===== config.mk =====
export PLATFORM = sky130hd
export DESIGN_NAME = mem_dumper
export DESIGN_NICKNAME = d
export VERILOG_FILES = /design/src/rtl/chip8_pkg.sv /design/src/rtl/mem_dumper.sv
export SDC_FILE = /design/constraint.sdc
export NUM_CORES = 1
export LEC_CHECK = 0
export CORE_MARGIN = 2
export CORE_UTILIZATION = 45
export CTS_CLUSTER_SIZE = 20
export DETAILED_ROUTE_END_ITERATION = 8
export MAX_ROUTING_LAYER = met4
export PLACE_DENSITY = 0.71
export SLEW_MARGIN = 15
export SYNTH_ARGS = -nofsm -noshare
export SYNTH_HDL_FRONTEND = slang
export SYNTH_SLANG_ARGS = --single-unit

===== constraint.sdc =====
create_clock -name clk_in -period 7.3 [get_ports clk_in]
set_clock_uncertainty 0.05 [all_clocks]
set_input_delay 1.095 -clock clk_in [delete_from_list [all_inputs] [get_ports clk_in]]
set_output_delay 1.095 -clock clk_in [all_outputs]
set_load 0.05 [all_outputs]

===== src/rtl/chip8_pkg.sv =====
// rtl/chip8_pkg.sv - shared memory constants and mem_dumper state encoding (MEM_DUMPER_CHECKSUM_EN adds ST_CSUM)
package chip8_pkg;

  localparam int          MEM_SIZE  = 4096;
  localparam logic [11:0] PROG_BASE = 12'h200;

  typedef enum logic [2:0] {
    ST_IDLE = 3'd0,
    ST_REQ  = 3'd1,
    ST_LAT  = 3'd2,
    ST_SEND = 3'd3,
    ST_DONE = 3'd4
`ifdef MEM_DUMPER_CHECKSUM_EN
    ,
    ST_CSUM = 3'd5
`endif
  } dump_state_t;

endpackage


===== src/rtl/mem_dumper.sv =====
// rtl/mem_dumper.sv - streams a memory window out byte by byte; MEM_DUMPER_CHECKSUM_EN appends a mod-256 sum byte
module mem_dumper
  import chip8_pkg::*;
#(
  parameter int ADDR_W = $clog2(MEM_SIZE),
  parameter int DATA_W = 8
) (
  input  logic              clk_in,
  input  logic              rst_in,
  input  logic              start_in,
  input  logic [ADDR_W-1:0] base_addr_in,
  input  logic [ADDR_W:0]   length_in,
  output logic              busy_out,
  output logic              done_out,
  output logic              mem_rd_en_out,
  output logic [ADDR_W-1:0] mem_addr_out,
  input  logic [DATA_W-1:0] mem_data_in,
  output logic [DATA_W-1:0] tx_data_out,
  output logic              tx_valid_out,
  input  logic              tx_ready_in,
  output logic              tx_last_out
);

  localparam logic [ADDR_W:0] MAX_LEN = {1'b1, {ADDR_W{1'b0}}};
  localparam logic [ADDR_W:0] ONE     = {{ADDR_W{1'b0}}, 1'b1};

  dump_state_t       r_state;
  dump_state_t       w_next_state;
  logic [ADDR_W-1:0] r_base;
  logic [ADDR_W:0]   r_len;
  logic [ADDR_W:0]   r_index;
  logic [DATA_W-1:0] r_tx_data;

  logic              w_start_ok;
  logic              w_hs;
  logic              w_final;
  logic [ADDR_W:0]   w_index_inc;
  logic [ADDR_W:0]   w_len_clamped;

  assign w_start_ok    = (r_state == ST_IDLE) && start_in;
  assign w_hs          = (r_state == ST_SEND) && tx_ready_in;
  assign w_index_inc   = r_index + ONE;
  assign w_final       = (w_index_inc >= r_len);
  assign w_len_clamped = (length_in > MAX_LEN) ? MAX_LEN : length_in;
  // Truncation to ADDR_W bits gives the wrap from the top of memory back to 0.
  assign mem_addr_out  = r_base + r_index[ADDR_W-1:0];

`ifdef MEM_DUMPER_CHECKSUM_EN
  logic [DATA_W-1:0] r_csum;
  logic [DATA_W-1:0] w_csum_next;

  assign w_csum_next = r_csum + r_tx_data;

  // Running sum of every data byte accepted downstream.
  always_ff @(posedge clk_in or negedge rst_in) begin
    if (!rst_in) begin
      r_csum <= '0;
    end else if (w_start_ok) begin
      r_csum <= '0;
    end else if (w_hs) begin
      r_csum <= w_csum_next;
    end
  end
`endif

  // State register.
  always_ff @(posedge clk_in or negedge rst_in) begin
    if (!rst_in) begin
      r_state <= ST_IDLE;
    end else begin
      r_state <= w_next_state;
    end
  end

  // Dump bookkeeping and the outgoing byte, which only changes in LAT or on a handshake.
  always_ff @(posedge clk_in or negedge rst_in) begin
    if (!rst_in) begin
      r_base    <= '0;
      r_len     <= '0;
      r_index   <= '0;
      r_tx_data <= '0;
    end else if (w_start_ok) begin
      r_base    <= base_addr_in;
      r_len     <= w_len_clamped;
      r_index   <= '0;
      r_tx_data <= '0;
    end else if (r_state == ST_LAT) begin
      r_tx_data <= mem_data_in;
    end else if (w_hs) begin
      r_index <= w_index_inc;
`ifdef MEM_DUMPER_CHECKSUM_EN
      if (w_final) begin
        r_tx_data <= w_csum_next;
      end
`endif
    end
  end

  // Next-state and Moore outputs; a zero-length dump skips straight to the end.
  always_comb begin
    w_next_state  = r_state;
    busy_out      = (r_state != ST_IDLE);
    done_out      = 1'b0;
    mem_rd_en_out = 1'b0;
    tx_valid_out  = 1'b0;
    tx_last_out   = 1'b0;
    tx_data_out   = r_tx_data;
    case (r_state)
      ST_IDLE: begin
        if (start_in) begin
          if (w_len_clamped == '0) begin
`ifdef MEM_DUMPER_CHECKSUM_EN
            w_next_state = ST_CSUM;
`else
            w_next_state = ST_DONE;
`endif
          end else begin
            w_next_state = ST_REQ;
          end
        end
      end
      ST_REQ: begin
        mem_rd_en_out = 1'b1;
        w_next_state  = ST_LAT;
      end
      ST_LAT: begin
        w_next_state = ST_SEND;
      end
      ST_SEND: begin
        tx_valid_out = 1'b1;
`ifndef MEM_DUMPER_CHECKSUM_EN
        tx_last_out = w_final;
`endif
        if (tx_ready_in) begin
          if (!w_final) begin
            w_next_state = ST_REQ;
          end else begin
`ifdef MEM_DUMPER_CHECKSUM_EN
            w_next_state = ST_CSUM;
`else
            w_next_state = ST_DONE;
`endif
          end
        end
      end
`ifdef MEM_DUMPER_CHECKSUM_EN
      ST_CSUM: begin
        tx_valid_out = 1'b1;
        tx_last_out  = 1'b1;
        if (tx_ready_in) begin
          w_next_state = ST_DONE;
        end
      end
`endif
      ST_DONE: begin
        done_out     = 1'b1;
        w_next_state = ST_IDLE;
      end
      default: begin
        w_next_state = ST_IDLE;
      end
    endcase
  end

endmodule


==> metrics, run 1 <==
outcome=finished clean; Core ar.=~6700 um2; starting density of the core=46.09%; HP Class=register to register; type of destination of the critical path=output pin; diode count=0; Yosys cell types=43; slack of the worst reg-to-reg path=4.48 ns; Worst-Margin Slew=~0.7 ns; max incr delay on CP=between 0.8 and 0.9 ns; TNS Setup=0 ns; Routed Antenna Nets=0; pin count of the biggest net entering global routing=50; Die Ht=86.96 um; wire length on met1=3541 um; DRT iter0 DRCs=196; CP required=between 6 and 7 ns; Ports=62; critical-path cell list=ha_1 -> inv_1 -> or2_4 -> nor3_4 -> xor2_1 -> ha_1 -> nand4_1 -> a211oi_1 -> a21oi_1 -> a21boi_0 -> clkdlybuf4s50_1; max layer used=met4; Multi-input gate area=1715 um2; Via density=around 5.4; hold path endpoint=r_base[0]; worst-path maximum fanout=7; # H-tree levels=2; critical path launch point type=register; Max Slew Vio Count=0; Die W=86.96 um; Final Hold Fails=0; Setup Fix Bufs, Post-CTS=0; slowest CP cell=clkdlybuf4s50_1; wirelength, routed=7249 um; full die area=~7600 um2; WL/cell=14.47 um; Avg Cell Area, Syn=8.507 um2; Final period util=66.58%; flops & latches, synth=49; drc violations=0; GRT Resource Usage Total=20.56%; Post-Syn Area=3097 um2; PD cells=421.5 nW/um2; cts repair resizes=0; setup violators final=0; critical path arrival=between 3 and 4 ns; Mapped Cells=364; clk_lat worst skew=0.31 ns; CTS tree=built; Syn-to-layout area delta=24.81%; FILL cells=618; maxcap violations=0; Port Buf Inserts=61; worst flop-to-flop path startpoint=r_index[0]; DP Wirelength=roughly 5300 um; first-pass iteration count of the detailed router=4; total power=approximately 1.6 mW; RR Endpoint=r_state[2]; Slew headroom=53.78%; sequential share of the synthesized area=39.60%; Met3 Wirelength=294 um; vias in the first global route=2,641; CP bufs+invs=2; Synth Warn #=0; Leak=1.737 nW; cts bufs inserted=5; Reg clk slew, reported paths=roughly 0.09 ns; via count=approximately 2,700; Top cell by count, worst path=ha_1; Clock Sinks=49; Met2 Routed Length=3296 um; total gr overflow=0; Hold WS=roughly 0.44 ns; Crit path max-delay family=buffers and inverters; first-pass GRT wire length=roughly 12,000 um; CTS max path bufs=2; Hold-fix buffers, CTS=0; Post-Route Utilization=a little under three fifths; Peak VDD IR=roughly 0.33 mV; Syn Nets=approximately 430; hold_sp=r_base[0]; share of post-route cells with drive strength above 1=4.513%; row cnt=30; Placer Congestion=0.8612; Worst Reg2Reg Path Length in Cells=11; initial antenna violation count=0; Final nets=483; Root Buffer=clkbuf_8; hold path cells=2; RSZ-0062 raised after global routing=false; Reg area=1226 um2; maximum clock rate=0.2058 GHz; crit path time final=between 4 and 5 ns; crit path kind=register to output pin
metal layers:
metal	vias to the layer above	track usage, %
met1	1255	27.34
met5	-	-
met4	0	5.966
met2	72	32.76
met3	10	2.938
li1	1366	-
layout make-up:
type	instances	area share [%]
repair buffers	63	16.06
clock inverters	2	0.9712
inverters	22	2.137
multi-input cells	279	44.38
clock buffers	6	2.137
flip-flops and latches	49	31.73
well taps	80	2.590
power breakdown:
group | internal (mW) | switching (mW) | leakage (nW) | total [mW]
combinational | 0.342 | 0.630 | 1.05 | 0.972
clock | 0.112 | 0.0967 | 0.0574 | 0.208
sequential | 0.372 | 0.0768 | 0.630 | 0.449
total | 0.826 | 0.803 | 1.74 | 1.63
placed cells by master (no fill, tap or decap), types with 2 or more instances in the layout:
cell / n
nand2_1: 82
clkdlybuf4s50_1: 60
dfrtp_1: 49
o21ai_0: 34
ha_1: 25
inv_1: 22
a21oi_1: 22
nor2_1: 17
xnor2_1: 12
nand3_1: 10
nor3_1: 9
nor4_1: 9
xor2_1: 8
clkbuf_8: 6
nand2b_1: 5
a31oi_1: 5
nand4_1: 4
nor3b_1: 3
a22o_1: 3
o31ai_1: 3
a211oi_1: 2
o2bb2ai_1: 2
o21a_1: 2
a21boi_0: 2
o211ai_1: 2
and2_1: 2
buf_4: 2
Yosys cell counts (all sizes together):
cell type	count	share of area (%)
inv	22	2.7
xnor2	12	3.4
xor2	8	2.3
nand2	82	9.9
a311o	1	0.32
a211oi	2	0.48
nor4	10	2.2
or2	1	0.28
clkbuf	2	0.24
a21oi	23	3.8
nand4	5	1.5
buf	12	2.1
dfrtp	49	40
o21ai	34	5.5
nand3	10	1.6
o211ai	2	0.48
ha	25	10
a31oi	5	1.0
nor2	18	2.4
or4	1	0.24
nor3b	3	0.73
o31ai	3	0.73
o311a	1	0.32
nor3	11	2.3
and3b	1	0.28
o21bai	1	0.24
nand2b	5	1.0
a21boi	2	0.48
o2bb2ai	2	0.57
fa	1	0.65
a22o	3	0.85
o21a	2	0.48
and2b	1	0.24
and2	3	0.65
nand3b	1	0.24
through the flow:
step           instance area (um2)  setup WS [ns]  std cells
2_1_floorplan                 3097          2.993        364
3_3_place_gp                  3745          2.898        493
3_5_place_dp                  3745          2.833        493
4_1_cts                       3865          2.464        501
5_1_grt                       3865          2.258        501
6_report                      3865          2.440        501
kinds of logic after synthesis:
| logic type | after synthesis | synth area share (%) |
|---|---|---|
| AOI/OAI and AO/OA | 81 | 15.31 |
| and+or+nand+nor | 152 | 23.68 |
| xor gates and xnor gates | 20 | 5.657 |
| buffers and inverters | 36 | 5.010 |
| DFF | 49 | 39.60 |
| adders and majority gates | 26 | 10.75 |
worst max-delay path by stage:
stage,end,startpoint,slack [ns],cells after the start
floorplan,tx_last_out,r_index[0],2.99,10
global placement,tx_last_out,r_index[0],2.90,11
detailed placement,tx_last_out,r_index[0],2.83,11
CTS,tx_last_out,r_index[0],2.46,11
global route,tx_last_out,r_index[0],2.26,11
finish,tx_last_out,r_index[0],2.44,11
registers in the layout, indices dropped and copies added (netlist names):
| signal | cells |
|---|---|
| r_index | 13 |
| r_len | 13 |
| r_base | 12 |
| r_state | 3 |
| tx_data_out | 8 |
tightest hold or removal path, cell delays in order, from the launching register on:
cell and delay [ns]:
dfrtp_1 0.36, nand2_1 0.05, nand2_1 0.06
Note: power is estimated with default switching activity, not from simulation.
==> inputs of run 2 (changes only) <==
--- a/config.mk
+++ b/config.mk
@@ -10,7 +10,7 @@
 export CTS_CLUSTER_SIZE = 20
 export DETAILED_ROUTE_END_ITERATION = 8
 export MAX_ROUTING_LAYER = met4
-export PLACE_DENSITY = 0.71
+export PLACE_DENSITY = 0.74
 export SLEW_MARGIN = 15
 export SYNTH_ARGS = -nofsm -noshare
 export SYNTH_HDL_FRONTEND = slang
==> constraint.sdc (replaced) <==
create_clock -name clk_in -period 4.2 [get_ports clk_in]
set_clock_uncertainty 0.05 [all_clocks]
set_input_delay 0.63 -clock clk_in [delete_from_list [all_inputs] [get_ports clk_in]]
set_output_delay 0.63 -clock clk_in [all_outputs]
set_load 0.05 [all_outputs]
==> run 2 against run 1 <==
Net effect:
- design area is 1.2% lower
- clock-buffer cell count is 2 higher
- critical path depth is 2 lower
- clock power up 29%
- wire length decreased by 5.4%
- die area is the same
- non-clock buffer count decreased by 1
- global-route usage fell by 0.25 points
- largest cell class unchanged
==> metrics, run 2 (synthesized netlist as in run 1, its figures left out) <==
Root Buffer=clkbuf_8; Core ar.=6719 um2 (unchanged); worst-path maximum fanout=7 (unchanged); cts repair resizes=0 (unchanged); RSZ-0062 raised after global routing=false; Clock Sinks=49 (unchanged); Via density=5.418 (+0.42%); Top Registers=r_index: 13 flops, r_len: 13 flops, r_base: 12 flops; Die Ht=86.96 um (unchanged); Leak=1.717 nW (-1.1%); CTS max path bufs=2 (unchanged); Reg area=1226 um2 (unchanged); Syn-to-layout area delta=23.27%; Ports=62 (unchanged); wirelength, routed=6855 um (-5.4%); Die W=86.96 um (unchanged); Final Hold Fails=0 (unchanged); DRT iter0 DRCs=169 (-14%); Final period util=89.07%; worst flop-to-flop path startpoint=r_index[6]; Worst Reg2Reg Path Length in Cells=9 (-2); initial antenna violation count=0 (unchanged); outcome=finished clean; pin count of the biggest net entering global routing=50 (unchanged); Hold-fix buffers, CTS=0 (unchanged); maxcap violations=0 (unchanged); crit path kind=register to output pin; dpl cell area=3735 um2 (-0.27%); slack of the worst reg-to-reg path=1.45 ns (-3.03 ns); clk_lat worst skew=0.30 ns (about the same); Multi-input gate area=1715 um2 (unchanged); most common cell after layout, fill and taps aside=nand2_1; first-pass iteration count of the detailed router=4 (unchanged); type of destination of the critical path=output pin; Port Buf Inserts=61 (unchanged); Critical path origin=r_index[0]; critical path launch point type=register; total power=2.724 mW (+67%); Slew headroom=53.72% (-0.059 points); WL/cell=13.71 um (-5.2%); FILL cells=626 (+1.3%); Worst-Margin Slew=0.6941 ns (+0.0008870 ns); setup violators final=0 (unchanged); PD cells=713.5 nW/um2 (+69%); HP Class=input pin to asynchronous set/reset pin; # H-tree levels=2 (unchanged); Setup Fix Bufs, Post-CTS=0 (unchanged); crit path time final=~3.7 ns; commonest cells after routing, fill and taps aside=nand2_1 (82), clkdlybuf4s50_1 (59), dfrtp_1 (49); total gr overflow=0 (unchanged); Reg clk slew, reported paths=0.08 ns (about the same); GRT Resource Usage Total=20.31% (-0.25 points); DP Wirelength=5237 um (-1.8%); post-route cell area=3817 um2 (-1.2%); share of post-route cells with drive strength above 1=3.810% (-0.70 points); Peak VDD IR=0.2403 mV (-27%); first-pass GRT wire length=11,850 um (-1.7%); TNS Setup=0 ns (unchanged); Routed Antenna Nets=0 (unchanged); maximum clock rate=0.2673 GHz; critical path arrival=3.06 ns (-0.65 ns); Placer Congestion=0.8834 (+2.6%); CP required=3.52 ns (-2.63 ns); row cnt=30 (unchanged); full die area=7561 um2 (unchanged); RR Endpoint=r_state[2]; drc violations=0 (unchanged); cts bufs inserted=5 (unchanged); via count=2,709 (+0.22%); Final nets=482 (-0.21%); Max Slew Vio Count=0 (unchanged); starting density of the core=46.09% (unchanged); crit path to=mem_addr_out[10]; diode count=0 (unchanged); vias in the first global route=2,635 (-0.23%); CTS tree=built
==> run 2: cell types whose count changed in the layout (fill, tap and decap cells not counted), sizes merged <==
| cell | change |
|---|---|
| clkbuf | +2 |
| bufinv | -1 |
| clkdlybuf4s50 | -1 |
| clkinvlp | -1 |
==> run 2: stage by stage <==
step | std cells | utilization, % | hold WS [ns] | worst slack (ns)
after floorplan | 364 | - | 0.2844 | 0.3580
after global placement | 492 | 55.59 | 0.4171 | 0.8324
after detailed placement | 492 | 55.59 | 0.4241 | 0.7870
after CTS | 500 | 56.78 | 0.4445 | 0.4431
after global routing | 500 | 56.82 | 0.3431 | 0.1896
final | 500 | 56.82 | 0.2826 | 0.4590
==> run 2: final cells by class <==
cell class	instances	share of cell area, %
Inverter	22	2.163
Tap cell	80	2.622
Clock buffer	8	2.098
Sequential cell	49	32.12
Timing Repair Buffer	62	16.06
Multi-Input combinational cell	279	44.94
==> run 2: where the power goes <==
part           internal [mW]  total, mW  switching [mW]
clock                  0.119      0.269           0.150
combinational          0.597       1.68            1.08
sequential             0.647      0.779           0.132
==> run 2: how the worst min path moves through the flow <==
| stage | from | endpoint | slack (ns) |
|---|---|---|---|
| 6_report | rst_in | r_len[10] | 0.28 |
| 5_1_grt | rst_in | r_len[10] | 0.34 |
| 3_3_place_gp | r_base[7] | r_base[7] | 0.42 |
| 4_1_cts | r_base[7] | r_base[7] | 0.44 |
| 2_1_floorplan | rst_in | r_base[0] | 0.28 |
| 3_5_place_dp | r_base[6] | r_base[6] | 0.42 |
==> run 2: routing by layer <==
layer	GRT usage, %	share of wire, %	wire length, um
met1	27.13	47	3225
met2	32.27	48	3279
met3	2.938	3.7	256
met4	5.966	1.4	95
met5	-	0	0
==> run 2: critical path, stage by stage, from the launching register on <==
cell and delay, ns:
dfrtp_1 0.45, ha_1 0.24, inv_1 0.06, fa_1 0.39
nand2b_1 0.16, o2bb2ai_1 0.18, a21oi_1 0.27, nand4_1 0.13
nand3_1 0.08, clkdlybuf4s50_1 0.79
==> inputs of run 3 (changes only) <==
--- a/config.mk
+++ b/config.mk
@@ -7,6 +7,7 @@
 export LEC_CHECK = 0
 export CORE_MARGIN = 2
 export CORE_UTILIZATION = 45
+export CTS_BUF_LIST = sky130_fd_sc_hd__clkbuf_16
 export CTS_CLUSTER_SIZE = 20
 export DETAILED_ROUTE_END_ITERATION = 8
 export MAX_ROUTING_LAYER = met4
==> constraint.sdc (replaced) <==
create_clock -name clk_in -period 3.1 [get_ports clk_in]
set_clock_uncertainty 0.05 [all_clocks]
set_input_delay 0.465 -clock clk_in [delete_from_list [all_inputs] [get_ports clk_in]]
set_output_delay 0.465 -clock clk_in [all_outputs]
set_load 0.05 [all_outputs]
==> run 3 against run 2 <==
Net effect:
- the run now ends with negative setup slack left
- worst setup slack lost 0.47 ns
- clock power up 99%
- combinational power increased by 50%
- critical endpoint is now tx_last_out
- global-route usage increased by 0.60 points
- largest power group unchanged
- first-iteration DRC count decreased by 22%
==> metrics, run 3 (synthesized netlist as in run 1, its figures left out) <==
Die Ht=86.96 um (unchanged); Slew headroom=56.67% (+2.9 points); CP bufs+invs=2 (unchanged); HP Class=input pin to asynchronous set/reset pin; most common cell after layout, fill and taps aside=nand2_1; total gr overflow=0 (unchanged); CP required=2.58 ns (-0.94 ns); slowest CP cell=dfrtp_2; Via density=5.499 (+1.5%); PnR worst setup slack=-0.01280 ns (-0.4718 ns); Final period util=100.4%; Routed Antenna Nets=0 (unchanged); row cnt=30 (unchanged); Core ar.=6719 um2 (unchanged); Placer Congestion=0.8783 (-0.58%); Final Hold Fails=0 (unchanged); maximum clock rate=0.3213 GHz; Die W=86.96 um (unchanged); max incr delay on CP=0.41 ns (-0.38 ns); setup violators final=1 (+1); final std cells w/o fill=517 (+3.4%); Root Buffer=clkbuf_16; pin count of the biggest net entering global routing=50 (unchanged); clk_lat worst skew=0.29 ns (about the same); Clock Sinks=49 (unchanged); outcome=finished with violations; Ports=62 (unchanged); Crit path max-delay family=compound AO/OA/AOI/OAI gates; Top Registers=r_index: 13 flops, r_len: 13 flops, r_base: 12 flops; wirelength, routed=7496 um (+9.4%); first-pass GRT wire length=12,290 um (+3.7%); Reg clk slew, reported paths=0.07 ns (about the same); critical path launch point type=register; full die area=7561 um2 (unchanged); Port Buf Inserts=61 (unchanged); Max Slew Vio Count=0 (unchanged); dpl cell area=3836 um2 (+2.7%); RSZ-0062 raised after global routing=true; commonest cells after routing, fill and taps aside=nand2_1 (81), clkdlybuf4s50_1 (50), dfrtp_1 (46); DP Wirelength=5498 um (+5.0%); CTS max path bufs=2 (unchanged); FILL cells=579 (-7.5%); worst-path maximum fanout=6 (-1); via count=2,843 (+4.9%); starting density of the core=46.09% (unchanged); cts bufs inserted=5 (unchanged); maxcap violations=0 (unchanged); Peak VDD IR=0.4433 mV (+84%); PD cells=984.4 nW/um2 (+38%); failing checks=negative setup slack; vias in the first global route=2,734 (+3.8%); critical path arrival=2.60 ns (-0.46 ns); Final nets=499 (+3.5%); Multi-input gate area=1814 um2 (+5.8%); Reg area=1230 um2 (+0.31%); first-pass iteration count of the detailed router=4 (unchanged); Leak=1.909 nW (+11%); drc violations=0 (unchanged); critical-path cell list=nand4_4 -> or2_4 -> buf_4 -> xnor2_1 -> ha_1 -> nand4_1 -> a211oi_2 -> a21oi_2 -> a21boi_2 -> buf_12; type of destination of the critical path=output pin; Worst-Margin Slew=0.6500 ns (-0.04412 ns); DRT iter0 DRCs=132 (-22%); Syn-to-layout area delta=34.30%; diode count=0 (unchanged); share of post-route cells with drive strength above 1=14.65% (+11 points); # H-tree levels=2 (unchanged); Post-Route Utilization=61.90% (+5.1 points); GRT Resource Usage Total=20.91% (+0.60 points); crit path time final=3.113 ns; CTS tree=built; post-route cell area=4159 um2 (+8.9%); placed insts=499 (+1.4%); WL/cell=14.50 um (+5.8%); crit path kind=register to output pin; initial antenna violation count=0 (unchanged)
==> run 3: changes by cell type in the layout (fill, tap and decap cells not counted), moves of 3 or more <==
cell,delta
clkbuf_16,+5
dfrtp_1,-3
buf_4,+19
dfrtp_2,+3
ha_1,-3
clkdlybuf4s50_1,-9
buf_12,+5
clkbuf_8,-5
clkbuf_1,-3
==> run 3: area by class of cell <==
class / count / share of cell area (%)
Clock buffer: 5 / 3.008
Clock inverter: 3 / 0.4212
Inverter: 22 / 2.046
Multi-Input combinational cell: 279 / 43.62
Sequential cell: 49 / 29.57
Tap cell: 80 / 2.407
Timing Repair Buffer: 79 / 18.92
==> run 3: per-stage QoR <==
stage / TNS (ns) / worst slack (ns) / power [mW] / hold WS (ns)
final: -0.01280 / -0.01280 / 4.094 / 0.1451
after global routing: -0.2278 / -0.1138 / 4.360 / 0.2047
after CTS: -0.02368 / -0.02368 / 4.049 / 0.3761
after detailed placement: 0 / 0.1430 / 3.470 / 0.4232
after global placement: 0 / 0.1748 / 3.405 / 0.4161
after floorplan: 0 / 0.1051 / 2.672 / 0.1194
==> run 3: path summary, 6_finish.rpt <==
kind | from | slack [ns] | end | cells past startpoint
worst max-delay path | r_index[4] | -0.01 | tx_last_out | 10
worst min-delay path | rst_in | 0.15 | r_base[11] | 1
worst max register to register | r_index[4] | 0.58 | r_state[2] | 11
worst min register to register | r_base[0] | 0.44 | r_base[0] | 2
max in group asynchronous | rst_in | 2.40 | r_index[3] | 1
min in group clk_in | r_base[0] | 0.44 | r_base[0] | 2
==> run 3: repair_timing <==
action,in CTS,in global routing
buffers inserted,6,4
setup endpoints to repair,2,6
resized for setup,11,16
pin swaps,11,10
hold buffers,0,0
==> run 3: per-layer routing <==
| layer | vias up | global-route usage [%] | part of all wire, % |
|---|---|---|---|
| li1 | 1405 | - | - |
| met5 | - | - | 0 |
| met1 | 1351 | 26.48 | 46 |
| met3 | 13 | 3.412 | 4.1 |
| met2 | 74 | 34.91 | 48 |
| met4 | 0 | 5.398 | 1.4 |
==> run 3: worst register-to-register path: cells and delay by family (launching register included) <==
| family | cells | cell delay (ns) |
|---|---|---|
| adder cells (fa/ha/maj) | 1 | 0.28 |
| flip-flops | 1 | 0.41 |
| XOR/XNOR | 1 | 0.19 |
| AO/OA/AOI/OAI | 5 | 0.73 |
| buffers and inverters | 1 | 0.14 |
| AND/OR/NAND/NOR | 3 | 0.63 |
==> run 3: where the power goes <==
group	internal, mW	leakage (nW)	switching, mW
combinational	0.938	1.21	1.58
clock	0.296	0.0696	0.240
sequential	0.880	0.625	0.159
total	2.11	1.91	1.98
